$ cat src/rtl/mem_arbiter.sv
// Round-robin arbiter sharing one memory port between instruction fetch and load/store.
// Only one transaction is outstanding; a response timeout returns an error pulse.
module mem_arbiter #(
  parameter int ADDR_W  = 64,
  parameter int DATA_W  = 64,
  parameter int TIMEOUT = 255
) (
  input  logic                clk,
  input  logic                rst,
  input  logic                if_valid_i,
  input  logic [ADDR_W-1:0]   if_addr_i,
  output logic                if_ready_o,
  output logic                if_resp_valid_o,
  output logic [DATA_W-1:0]   if_rdata_o,
  output logic                if_err_o,
  input  logic                ls_valid_i,
  input  logic                ls_wen_i,
  input  logic [ADDR_W-1:0]   ls_addr_i,
  input  logic [DATA_W-1:0]   ls_wdata_i,
  input  logic [DATA_W/8-1:0] ls_wmask_i,
  output logic                ls_ready_o,
  output logic                ls_resp_valid_o,
  output logic [DATA_W-1:0]   ls_rdata_o,
  output logic                ls_err_o,
  output logic                mem_req_valid_o,
  input  logic                mem_req_ready_i,
  output logic                mem_wen_o,
  output logic [ADDR_W-1:0]   mem_addr_o,
  output logic [DATA_W-1:0]   mem_wdata_o,
  output logic [DATA_W/8-1:0] mem_wmask_o,
  input  logic                mem_resp_valid_i,
  input  logic [DATA_W-1:0]   mem_rdata_i
);

  localparam int MASK_W = DATA_W / 8;
  localparam int CNT_W  = (TIMEOUT < 2) ? 1 : $clog2(TIMEOUT);

  typedef enum logic [1:0] {S_IDLE, S_REQ, S_RESP} state_t;

  state_t              state_q, state_d;
  logic                owner_ls_q, owner_ls_d;
  logic                last_ls_q, last_ls_d;
  logic [CNT_W-1:0]    cnt_q, cnt_d;
  logic                req_valid_q, req_valid_d;
  logic                wen_q, wen_d;
  logic [ADDR_W-1:0]   addr_q, addr_d;
  logic [DATA_W-1:0]   wdata_q, wdata_d;
  logic [MASK_W-1:0]   wmask_q, wmask_d;
  logic                if_rv_q, if_rv_d, ls_rv_q, ls_rv_d;
  logic                if_err_q, if_err_d, ls_err_q, ls_err_d;
  logic [DATA_W-1:0]   if_rdata_q, if_rdata_d, ls_rdata_q, ls_rdata_d;
  logic                grant_if, grant_ls, timeout_hit;

  // On a tie, the requester that was not granted last wins.
  always_comb begin
    grant_ls    = ls_valid_i && (!if_valid_i || !last_ls_q);
    grant_if    = if_valid_i && !grant_ls;
    timeout_hit = (TIMEOUT != 0) && (cnt_q == CNT_W'(TIMEOUT - 1));
  end

  always_ff @(posedge clk) begin
    if (rst) state_q <= S_IDLE;
    else     state_q <= state_d;
  end

  always_comb begin
    state_d = state_q;
    case (state_q)
      S_IDLE:  if (if_valid_i || ls_valid_i) state_d = S_REQ;
      S_REQ:   if (mem_req_ready_i) state_d = S_RESP;
      S_RESP:  if (mem_resp_valid_i || timeout_hit) state_d = S_IDLE;
      default: state_d = S_IDLE;
    endcase
  end

  always_comb begin
    if_ready_o = !rst && (state_q == S_IDLE) && grant_if;
    ls_ready_o = !rst && (state_q == S_IDLE) && grant_ls;
  end

  always_comb begin
    owner_ls_d = owner_ls_q;
    last_ls_d  = last_ls_q;
    cnt_d      = cnt_q;
    wen_d      = wen_q;
    addr_d     = addr_q;
    wdata_d    = wdata_q;
    wmask_d    = wmask_q;
    if_rv_d    = 1'b0;
    ls_rv_d    = 1'b0;
    if_err_d   = if_err_q;
    ls_err_d   = ls_err_q;
    if_rdata_d = if_rdata_q;
    ls_rdata_d = ls_rdata_q;
    case (state_q)
      S_IDLE: begin
        if (if_valid_i || ls_valid_i) begin
          owner_ls_d = grant_ls;
          last_ls_d  = grant_ls;
          wen_d      = grant_ls ? ls_wen_i : 1'b0;
          addr_d     = grant_ls ? ls_addr_i : if_addr_i;
          wdata_d    = grant_ls ? ls_wdata_i : '0;
          wmask_d    = grant_ls ? ls_wmask_i : '0;
        end
      end
      S_REQ: begin
        if (mem_req_ready_i) cnt_d = '0;
      end
      S_RESP: begin
        // A response in the timeout cycle still counts as a normal response.
        if (mem_resp_valid_i || timeout_hit) begin
          if (owner_ls_q) begin
            ls_rv_d    = 1'b1;
            ls_err_d   = !mem_resp_valid_i;
            ls_rdata_d = (mem_resp_valid_i && !wen_q) ? mem_rdata_i : '0;
          end else begin
            if_rv_d    = 1'b1;
            if_err_d   = !mem_resp_valid_i;
            if_rdata_d = mem_resp_valid_i ? mem_rdata_i : '0;
          end
        end else begin
          cnt_d = cnt_q + CNT_W'(1);
        end
      end
      default: ;
    endcase
    req_valid_d = (state_d == S_REQ);
  end

  always_ff @(posedge clk) begin
    if (rst) begin
      owner_ls_q  <= 1'b0;
      last_ls_q   <= 1'b0;
      cnt_q       <= '0;
      req_valid_q <= 1'b0;
      wen_q       <= 1'b0;
      addr_q      <= '0;
      wdata_q     <= '0;
      wmask_q     <= '0;
      if_rv_q     <= 1'b0;
      ls_rv_q     <= 1'b0;
      if_err_q    <= 1'b0;
      ls_err_q    <= 1'b0;
      if_rdata_q  <= '0;
      ls_rdata_q  <= '0;
    end else begin
      owner_ls_q  <= owner_ls_d;
      last_ls_q   <= last_ls_d;
      cnt_q       <= cnt_d;
      req_valid_q <= req_valid_d;
      wen_q       <= wen_d;
      addr_q      <= addr_d;
      wdata_q     <= wdata_d;
      wmask_q     <= wmask_d;
      if_rv_q     <= if_rv_d;
      ls_rv_q     <= ls_rv_d;
      if_err_q    <= if_err_d;
      ls_err_q    <= ls_err_d;
      if_rdata_q  <= if_rdata_d;
      ls_rdata_q  <= ls_rdata_d;
    end
  end

  assign mem_req_valid_o = req_valid_q;
  assign mem_wen_o       = wen_q;
  assign mem_addr_o      = addr_q;
  assign mem_wdata_o     = wdata_q;
  assign mem_wmask_o     = wmask_q;
  assign if_resp_valid_o = if_rv_q;
  assign if_rdata_o      = if_rdata_q;
  assign if_err_o        = if_err_q;
  assign ls_resp_valid_o = ls_rv_q;
  assign ls_rdata_o      = ls_rdata_q;
  assign ls_err_o        = ls_err_q;

endmodule

$ cat config.mk
export PLATFORM = sky130hd
export DESIGN_NAME = mem_arbiter
export DESIGN_NICKNAME = d
export VERILOG_FILES = /design/src/rtl/mem_arbiter.sv
export SDC_FILE = /design/constraint.sdc
export NUM_CORES = 1
export LEC_CHECK = 0
export ABC_AREA = 1
export BUFFER_PORTS_ARGS = -buffer_cell sky130_fd_sc_hd__buf_2
export CAP_MARGIN = 25
export CORE_AREA = 2 2 209 211
export DETAILED_ROUTE_END_ITERATION = 12
export DIE_AREA = 0 0 211 213
export GPL_TIMING_DRIVEN = 0
export SETUP_SLACK_MARGIN = 0.3
export SLEW_MARGIN = 10
export SYNTH_ARGS = -nofsm -noshare
export SYNTH_HDL_FRONTEND = slang
export SYNTH_SLANG_ARGS = --single-unit
$ cat constraint.sdc
create_clock -name clk -period 1.8 [get_ports clk]
set_clock_uncertainty 0.15 [all_clocks]
set_input_delay 0.54 -clock clk [delete_from_list [all_inputs] [get_ports clk]]
set_output_delay 0.54 -clock clk [all_outputs]
set_load 0.01 [all_outputs]
==> results of run 1 <==
critical path, cell delays in order, from the launching register on:
cell and delay (ns):
dfxtp_4 0.36, a21oi_4 0.16, nand3_2 0.12, inv_2 0.09, buf_8 0.10, buf_6 0.11
state kept, by name, summed over array words and instances, names as in the netlist:
name / count
mem_addr_o: 64
mem_wdata_o: 64
ls_resp_valid_o: 1
state_q: 2
if_rdata_o: 64
if_err_o: 1
cnt_q: 8
ls_rdata_o: 64
last_ls_q: 1
ls_err_o: 1
mem_wmask_o: 8
mem_req_valid_o: 1
mem_wen_o: 1
if_resp_valid_o: 1
cell usage after synthesis (all sizes together):
| cell type | number |
|---|---|
| a21oi | 139 |
| a31oi | 64 |
| buf | 62 |
| clkbuf | 52 |
| dfxtp | 281 |
| ha | 2 |
| inv | 86 |
| nand2 | 464 |
| nand3 | 89 |
| nand4 | 32 |
| nor2 | 144 |
| nor3 | 1 |
| nor4 | 1 |
| o21ai | 67 |
| o31ai | 1 |
| or2 | 1 |
| xnor2 | 1 |
path summary, 6_finish.rpt:
kind                                      start               to  slack, ns  depth (start not counted)
worst min register to register  mem_wdata_o[62]  mem_wdata_o[62]       0.30                          2
worst max-delay path                  last_ls_q       ls_ready_o      -0.34                          5
worst min-delay path             ls_wdata_i[24]  mem_wdata_o[24]       0.05                          3
worst max register to register         cnt_q[3]   if_rdata_o[61]      -0.12                         11
stage by stage:
stage	worst slack (ns)	hold slack (ns)	util	power [mW]
2_1_floorplan	-0.0200	0.323	-	7.92
3_3_place_gp	-0.466	0.297	0.345	8.98
3_5_place_dp	-0.472	0.300	0.345	9.01
4_1_cts	-0.424	0.0137	0.421	17.0
5_1_grt	-0.429	0.0398	0.486	18.0
6_report	-0.344	0.0545	0.486	17.4
cell type report:
cell class	instances	area (um2)
fillers	3946	22000
clock inverters	17	228
multi-input cells	1007	5920
inverters	86	340
diodes	5	12.5
repair buffers	686	5550
clock buffers	42	942
flip-flops and latches	281	5850
plain buffers	114	1210
well taps	546	683
routing by layer:
metal	vias up	track usage	routed length [um]
li1	6301	-	-
met1	6230	0.234	20200
met2	558	0.373	26400
met3	125	0.0562	3670
met4	14	0.0843	2040
met5	-	0	91
cells in the final DEF, fill, tap and decap left out, types with 4 or more instances in the layout:
cell         n
inv_4        4
clkbuf_1    18
clkbuf_8    14
o21ai_0     43
inv_2        8
buf_16      15
buf_12      36
nor2_4       5
dfxtp_1    128
dfxtp_2    140
nor2_1     133
nor2_2       6
diode_2      5
nand3_2     11
bufinv_16    5
buf_4       89
a21oi_4     14
buf_6      176
dfxtp_4     13
buf_8       22
clkbuf_16   48
clkbuf_2    14
a31oi_1     58
clkinv_2     8
a21oi_2    111
nand4_1     32
nand2_1    377
nand2_4     64
nand2_2     23
buf_2      404
a21oi_1     14
clkbuf_4     5
inv_1       73
o21ai_2     21
a31oi_4      6
nand3_1     75
power groups by stage:
stage / Clock (mW) / Combinational [mW] / Sequential (mW)
after floorplan: 0 / 0.930 / 6.99
after global placement: 0 / 2.14 / 6.85
after detailed placement: 0 / 2.16 / 6.85
after CTS: 7.46 / 2.85 / 6.73
after global routing: 7.68 / 3.52 / 6.82
final: 7.30 / 3.30 / 6.79
kinds of logic (layout without fill, tap and decap cells):
kind of cell,count (synthesis),after routing
buffers and inverters,200,945
AND/OR/NAND/NOR,732,733
XOR/XNOR,1,1
other,0,5
adder cells (fa/ha/maj),2,2
flip-flops,281,281
AO/OA/AOI/OAI,271,271
repair_timing:
item	CTS	global route
endpoints found under the setup margin	553	551
pin swaps	18	42
resized for setup	311	582
cloned	32	7
hold endpoints to repair	0	0
buffers inserted	44	64
==> results.sh, run 1 <==
export IMPL_status="complete, but fails checks"
export IMPL_seq_power_share=0.390
export IMPL_synth_top_family_by_area="simple AND/OR/NAND/NOR gates"
export IMPL_synthesis_area_mm2=0.0111
export IMPL_groute_usage_overall=0.208
export IMPL_insertion_delay_ns=0.52
export IMPL_cp_required_ns=1.11
export IMPL_post_route_drc_count=0
export IMPL_synth_seq_area_share=0.508
export IMPL_fin_cells=2784
export IMPL_synthCells=1487
export IMPL_crit_path_end_kind="primary output"
export IMPL_htree_levels=2
export IMPL_synthSimpleGateAreaFrac=0.271
export IMPL_synthMuxAreaShare=0
export IMPL_netSwitchingPower_mw=4.77
export IMPL_antenna_found_initial=12
export IMPL_fp_coreArea_mm2=0.0427
export IMPL_period_minus_slack_ns=2.14
export IMPL_first_pass_iters=5
export IMPL_synth_compound_area_frac=0.140
export IMPL_fin_crit_sh=1.19
export IMPL_synth_nets=1760
export IMPL_via_count=13200
export IMPL_hp_class="in -> reg"
export IMPL_cts_hold_buf=0
export IMPL_synth_top_area_frac=0.508
export IMPL_critPathKind="reg -> out"
export IMPL_die_w_um=211
export IMPL_synth_area_leaders="dfxtp_1 (51%), nand2_1 (16%), a21oi_1 (4.9%)"
export IMPL_areaGrowthSynthToFinish_pct=87.5
export IMPL_drtIter0Drc=859
export IMPL_synth_distinct_cells=28
export IMPL_power_share_switching=0.274
export IMPL_wire_per_inst_um=18.8
export IMPL_post_route_cell_area_mm2=0.0207
export IMPL_cts_sinks=281
export IMPL_drive_gt1_frac=0.571
export IMPL_cts_max_path_buffers=3
export IMPL_yosys_warnings=0
export IMPL_io_pins=543
export IMPL_portBuffers=540
export IMPL_clk_pin_slew_worst_paths_ns=0.06
export IMPL_cts_root_buffer="clkbuf_16"
export IMPL_clockPowerShare=0.420
export IMPL_synthAdderAreaFrac=0.00226
export IMPL_worst_slack_ns=-0.344
export IMPL_grt_pass1_wl_um=72000
export IMPL_antenna_left=0
export IMPL_grt_overflow=0
export IMPL_p_int_mw=12.6
export IMPL_dp_hpwl_um=35200
export IMPL_worst_pin_slew_ns=0.842
export IMPL_gp_congestion=0.935
export IMPL_arrival_ns=1.45
export IMPL_fin_tns_setup_ns=-4.43
export IMPL_numCtsBuffers=34
export IMPL_p_leak_nw=9.81
export IMPL_grt_pass1_vias=12500
export IMPL_num_rows=76
export IMPL_die_h_um=213
export IMPL_rsz0062_at_grt="true"
export IMPL_maxSlewHeadroom=0.439
export IMPL_routed_via_density=4.75
export IMPL_final_net_count=2483
export IMPL_crit_fanout=3
export IMPL_violations="negative setup slack"
export IMPL_final_hold_violation_count=0
export IMPL_start_kind="flip-flop"
export IMPL_max_freq_ghz=0.466
export IMPL_die_area_mm2=0.0449
export IMPL_wirelength_um=52300
export IMPL_pwr_share_comb=0.190
export IMPL_synth_seq_cells=281
export IMPL_synth_xor_xnor_area_share=0.000792
export IMPL_cts_tree="yes"
export IMPL_vdd_drop_max_uv=829
export IMPL_placedCellCount=2573
export IMPL_placement_cell_area_mm2=0.0147
export IMPL_slew_viol_final=0
export IMPL_cap_violations=0
export IMPL_post_synth_top_area_cell="dfxtp_1"
export IMPL_start_util=0.259
export IMPL_syn_area_per_cell_um2=7.44
export IMPL_power_density_mw_per_mm2=839
export IMPL_grt_max_degree=14
export IMPL_setup_violations=100
(Power assumes the default switching activity.)
==> run 2: changes to the inputs <==
==> constraint.sdc (replaced) <==
create_clock -name clk -period 2.6 [get_ports clk]
set_clock_uncertainty 0.15 [all_clocks]
set_input_delay 0.78 -clock clk [delete_from_list [all_inputs] [get_ports clk]]
set_output_delay 0.78 -clock clk [all_outputs]
set_load 0.01 [all_outputs]
==> run 2 against run 1 <==
Compared with the run above: the run now ends clean; non-clock buffer count fell by 139; cell count down 5.1%; sequential share of layout area rose by 7.5 points; power fell by 37%; die area unchanged; global-route usage fell by 1.0 points; via count shrank 8.1%; clock power down 33%; largest power group unchanged.
==> results.sh, run 2 (synthesized netlist as in run 1, its figures left out) <==
export IMPL_routed_via_density=4.60
export IMPL_layout_common_cells="buf_2 (578), nand2_1 (460), dfxtp_1 (280), nor2_1 (140), a21oi_1 (109)"
export IMPL_cpPeakStageDelay_ns=0.22
export IMPL_worst_pin_slew_ns=0.659
export IMPL_crit_path_end_kind="primary output"
export IMPL_antenna_found_initial=5
export IMPL_hp_class="in -> reg"
export IMPL_fin_crit_sh=0.938
export IMPL_placement_cell_area_mm2=0.0145
export IMPL_final_hold_violation_count=0
export IMPL_wirelength_um=46100
export IMPL_io_pins=543
export IMPL_grt_max_degree=13
export IMPL_post_place_ws_ns=-0.367
export IMPL_first_pass_iters=5
export IMPL_numCtsBuffers=35
export IMPL_vdd_drop_max_uv=411
export IMPL_start_util=0.259
export IMPL_areaGrowthSynthToFinish_pct=42.7
export IMPL_start_kind="input port"
export IMPL_num_rows=76
export IMPL_cts_root_buffer="clkbuf_16"
export IMPL_portBuffers=540
export IMPL_dp_hpwl_um=35900
export IMPL_cts_hold_buf=0
export IMPL_layout_commonest_cell="buf_2"
export IMPL_cpMaxStageDelayCell="a21oi_4"
export IMPL_antenna_left=0
export IMPL_max_freq_ghz=0.410
export IMPL_post_route_cell_area_mm2=0.0158
export IMPL_final_net_count=2344
export IMPL_grt_overflow=0
export IMPL_cts_max_path_buffers=3
export IMPL_insertion_delay_ns=0.52
export IMPL_groute_usage_overall=0.198
export IMPL_cts_sinks=281
export IMPL_drtIter0Drc=602
export IMPL_grt_pass1_wl_um=68300
export IMPL_worst_slack_ns=0.161
export IMPL_fp_coreArea_mm2=0.0427
export IMPL_period_minus_slack_ns=2.44
export IMPL_p_total_mw=11.0
export IMPL_fin_tns_setup_ns=0
export IMPL_crit_top_cell="buf_6"
export IMPL_critPathKind="in -> out"
export IMPL_post_route_drc_count=0
export IMPL_cp_required_ns=1.67
export IMPL_via_count=12200
export IMPL_power_density_mw_per_mm2=699
export IMPL_drive_gt1_frac=0.339
export IMPL_p_leak_nw=7.88
export IMPL_die_h_um=213
export IMPL_htree_levels=2
export IMPL_setup_violations=0
export IMPL_postLayoutCoreUtil=0.370
export IMPL_grt_pass1_vias=11900
export IMPL_wire_per_inst_um=17.4
export IMPL_cap_violations=0
export IMPL_status="completed"
export IMPL_rsz0062_at_grt="true"
export IMPL_die_area_mm2=0.0449
export IMPL_cts_tree="yes"
export IMPL_arrival_ns=1.51
export IMPL_gp_congestion=0.911
export IMPL_crit_fanout=4
export IMPL_maxSlewHeadroom=0.561
export IMPL_die_w_um=211
export IMPL_clk_pin_slew_worst_paths_ns=0.06
export IMPL_slew_viol_final=0
export IMPL_path_cells="buf_6, a21oi_4, nand3_4, inv_4, buf_8, buf_6"
[run 2: path summary, 6_finish.rpt]
check / startpoint / to / slack, ns / cells past startpoint
min reg2reg: mem_wdata_o[35] / mem_wdata_o[35] / 0.31 / 2
max: if_valid_i / ls_ready_o / 0.16 / 6
max reg2reg: state_q[0] / mem_addr_o[17] / 0.42 / 7
min: ls_wdata_i[33] / mem_wdata_o[33] / 0.30 / 3
[run 2: worst max-delay path: cells and delay by family]
family	cells	cell delay (ns)
and+or+nand+nor	1	0.13
buffers and inverters	4	0.37
AOI/OAI and AO/OA	1	0.22
[run 2: what timing repair did]
item / 4_1_cts / 5_1_grt
endpoints found under the setup margin: 6 / 13
resized for setup: 19 / 8
pin swaps: 2 / 2
buffers inserted: 6 / 1
cloned: 0 / 0
[run 2: stage by stage]
step	hold slack (ns)	cells
2_1_floorplan	0.319	1487
5_1_grt	0.276	2642
4_1_cts	0.261	2639
6_report	0.298	2642
3_5_place_dp	0.301	2573
3_3_place_gp	0.295	2573
[run 2: power breakdown]
group	switching, mW	internal, mW	leakage [nW]
logic	0.947	0.541	5.03
clock network	1.91	2.97	0.559
registers	0.126	4.54	2.29
total	2.98	8.05	7.88
[run 2: per-layer routing]
layer | GRT usage | vias to the layer above | part of all wire | routed length, um
li1 | - | 5988 | - | -
met5 | 0 | - | 0.00072 | 33
met1 | 0.235 | 5600 | 0.41 | 19000
met2 | 0.339 | 478 | 0.48 | 22300
met4 | 0.0799 | 4 | 0.034 | 1570
met3 | 0.0513 | 85 | 0.068 | 3130
[run 2: cell type report]
type	instances	area, um2
diodes	2	5.00
multi-input cells	1006	4620
repair buffers	547	2780
fillers	4622	26900
well taps	546	683
flip-flops and latches	281	5630
clock inverters	8	100
clock buffers	52	1040
plain buffers	114	596
inverters	86	329
==> run 3: changes to the inputs <==
--- a/config.mk
+++ b/config.mk
@@ -5,12 +5,11 @@
 export SDC_FILE = /design/constraint.sdc
 export NUM_CORES = 1
 export LEC_CHECK = 0
-export ABC_AREA = 1
 export BUFFER_PORTS_ARGS = -buffer_cell sky130_fd_sc_hd__buf_2
 export CAP_MARGIN = 25
-export CORE_AREA = 2 2 209 211
+export CORE_AREA = 2 2 208 210
 export DETAILED_ROUTE_END_ITERATION = 12
-export DIE_AREA = 0 0 211 213
+export DIE_AREA = 0 0 210 212
 export GPL_TIMING_DRIVEN = 0
 export SETUP_SLACK_MARGIN = 0.3
 export SLEW_MARGIN = 10
==> run 3 against run 2 <==
Compared with the run above: via count decreased by 13%; non-clock buffer count shrank 1; critical path depth decreased by 1; register-to-register slack worse by 0.13 ns; clock power is 12% lower; cell count decreased by 14%; worst setup slack got worse by 0.040 ns; clock-buffer cell count down 9; area after synthesis shrank 3.0%; global-route usage down 2.7 points; critical endpoint unchanged; largest power group is now registers; highest routed layer unchanged.
==> results.sh, run 3 <==
export IMPL_nFillCells=4417
export IMPL_critPathKind="in -> out"
export IMPL_maxSlewHeadroom=0.547
export IMPL_power_density_mw_per_mm2=678
export IMPL_grt_overflow=0
export IMPL_first_pass_iters=5
export IMPL_via_count=10600
export IMPL_slew_viol_final=0
export IMPL_drtIter0Drc=542
export IMPL_num_rows=76
export IMPL_crit_fanout=7
export IMPL_vdd_drop_max_uv=421
export IMPL_layout_commonest_cell="buf_2"
export IMPL_areaGrowthSynthToFinish_pct=43.1
export IMPL_synthCells=1111
export IMPL_groute_usage_overall=0.171
export IMPL_io_pins=543
export IMPL_arrival_ns=1.55
export IMPL_rsz0062_at_grt="true"
export IMPL_wirelength_um=40700
export IMPL_synth_area_leaders="dfxtp_1 (52%), mux2i_1 (12%), a22o_1 (6.0%)"
export IMPL_worstHoldStart="ls_wdata_i[43]"
export IMPL_grt_max_degree=16
export IMPL_cts_root_buffer="clkbuf_16"
export IMPL_crit_path_start="if_valid_i"
export IMPL_synth_distinct_cells=43
export IMPL_synth_seq_area_share=0.524
export IMPL_cts_sinks=281
export IMPL_start_util=0.252
export IMPL_wl_met3_um=2800
export IMPL_die_h_um=212
export IMPL_cp_required_ns=1.67
export IMPL_setup_violations=0
export IMPL_antenna_left=0
export IMPL_routed_via_density=4.67
export IMPL_clk_pin_slew_worst_paths_ns=0.06
export IMPL_start_kind="input port"
export IMPL_cap_violations=0
export IMPL_htree_levels=1
export IMPL_die_w_um=210
export IMPL_synth_ff_type="dfxtp_1"
export IMPL_wire_per_inst_um=17.9
export IMPL_post_route_drc_count=0
export IMPL_dp_hpwl_um=32300
export IMPL_post_synth_top_area_cell="dfxtp_1"
export IMPL_final_net_count=1974
export IMPL_worst_pin_slew_ns=0.679
export IMPL_rr_startpoint="cnt_q[0]"
export IMPL_portBuffers=541
export IMPL_layout_common_cells="buf_2 (561), dfxtp_1 (277), nand2_1 (137), mux2i_1 (131)"
export IMPL_insertion_delay_ns=0.56
export IMPL_final_hold_violation_count=0
export IMPL_synth_edf_count=0
export IMPL_period_minus_slack_ns=2.48
export IMPL_fp_coreArea_mm2=0.0425
export IMPL_grt_pass1_vias=10400
export IMPL_cts_max_path_buffers=3
export IMPL_p_leak_nw=7.05
export IMPL_hold_ws_ns=0.282
export IMPL_cts_tree="yes"
export IMPL_maxUsedRoutingLayer="met5"
export IMPL_yosys_warnings=0
export IMPL_antenna_found_initial=5
export IMPL_numCtsBuffers=31
export IMPL_crit_path_end_kind="primary output"
export IMPL_drive_gt1_frac=0.388
export IMPL_fin_crit_sh=0.953
export IMPL_die_area_mm2=0.0445
export IMPL_route_met2_wl_um=20100
export IMPL_synth_seq_cells=281
export IMPL_grt_pass1_wl_um=59600
export IMPL_synthesis_area_mm2=0.0107
export IMPL_wl_met1_um=16300
export IMPL_status="completed"
export IMPL_syn_area_per_cell_um2=9.66
export IMPL_yosysMostFrequentCell="dfxtp_1"
export IMPL_synth_nets=1384
export IMPL_gp_congestion=0.888
export IMPL_synth_top_area_frac=0.524
export IMPL_p_total_mw=10.4
export IMPL_synth_async_reset_ratio=0
export IMPL_max_freq_ghz=0.403
export IMPL_synth_common_cells="dfxtp_1 (281), nand2_1 (138), mux2i_1 (131), nor2_1 (74), a22o_1 (73)"
export IMPL_hp_class="in -> reg"
run 3: critical path, stage by stage:
cell	delay, ns
buf_2	0.13
a21boi_4	0.21
and2_4	0.19
buf_8	0.12
buf_6	0.11
run 3: power by group:
part           switching (mW)  total (mW)  leakage, nW  internal [mW]
registers               0.124        4.66         2.29           4.53
logic                   0.859        1.47         4.26          0.612
clock network            1.79        4.28        0.495           2.50
run 3: timing repair:
action	in CTS	in global routing
pin swaps	3	4
gates resized for setup	21	22
hold buffers	0	0
setup buffers	4	12
endpoints found under the setup margin	124	58
run 3: routing by layer:
layer  vias to the layer above  track usage
met4                        10       0.0660
met1                      4955        0.198
li1                       5143            -
met3                        88       0.0405
met5                         -            0
met2                       401        0.305
run 3: final cells by class:
class / count / area (um2) / area share
Tap cell: 546 / 683 / 0.0445
Antenna cell: 2 / 5.00 / 0.000326
Buffer: 103 / 584 / 0.0381
Timing Repair Buffer: 557 / 2850 / 0.186
Clock inverter: 10 / 86.3 / 0.00562
Inverter: 4 / 15.0 / 0.000978
Sequential cell: 281 / 5640 / 0.367
Clock buffer: 43 / 901 / 0.0587
Multi-Input combinational cell: 723 / 4590 / 0.299
run 3: path summary, 6_finish.rpt:
path	to	slack (ns)	cells after the start
hold / removal	mem_wdata_o[43]	0.28	2
setup / recovery	ls_ready_o	0.12	5
hold reg to reg	ls_rdata_o[6]	0.30	2
setup reg to reg	ls_rdata_o[2]	0.29	11
run 3: per-stage QoR:
step / area [um2] / std cells / utilization / setup WS [ns] / TNS [ns]
final: 15400 / 2269 / 0.361 / 0.121 / 0
after global routing: 15400 / 2268 / 0.361 / 0.0669 / 0
after CTS: 15200 / 2255 / 0.358 / 0.0321 / 0
after detailed placement: 14100 / 2198 / 0.332 / -0.893 / -66.91
after global placement: 14100 / 2198 / 0.332 / -0.863 / -61.58
after floorplan: 10700 / 1111 / - / 0.238 / 0
run 3: logic make-up (layout without fill, tap and decap cells):
logic type	Yosys count	count (layout)	share of synthesized area
and+or+nand+nor	303	303	0.121
AOI/OAI and AO/OA	287	287	0.179
DFF	281	281	0.524
muxes	131	131	0.122
buffers and inverters	107	717	0.0511
adders and majority gates	2	2	0.00233
other	0	2	0
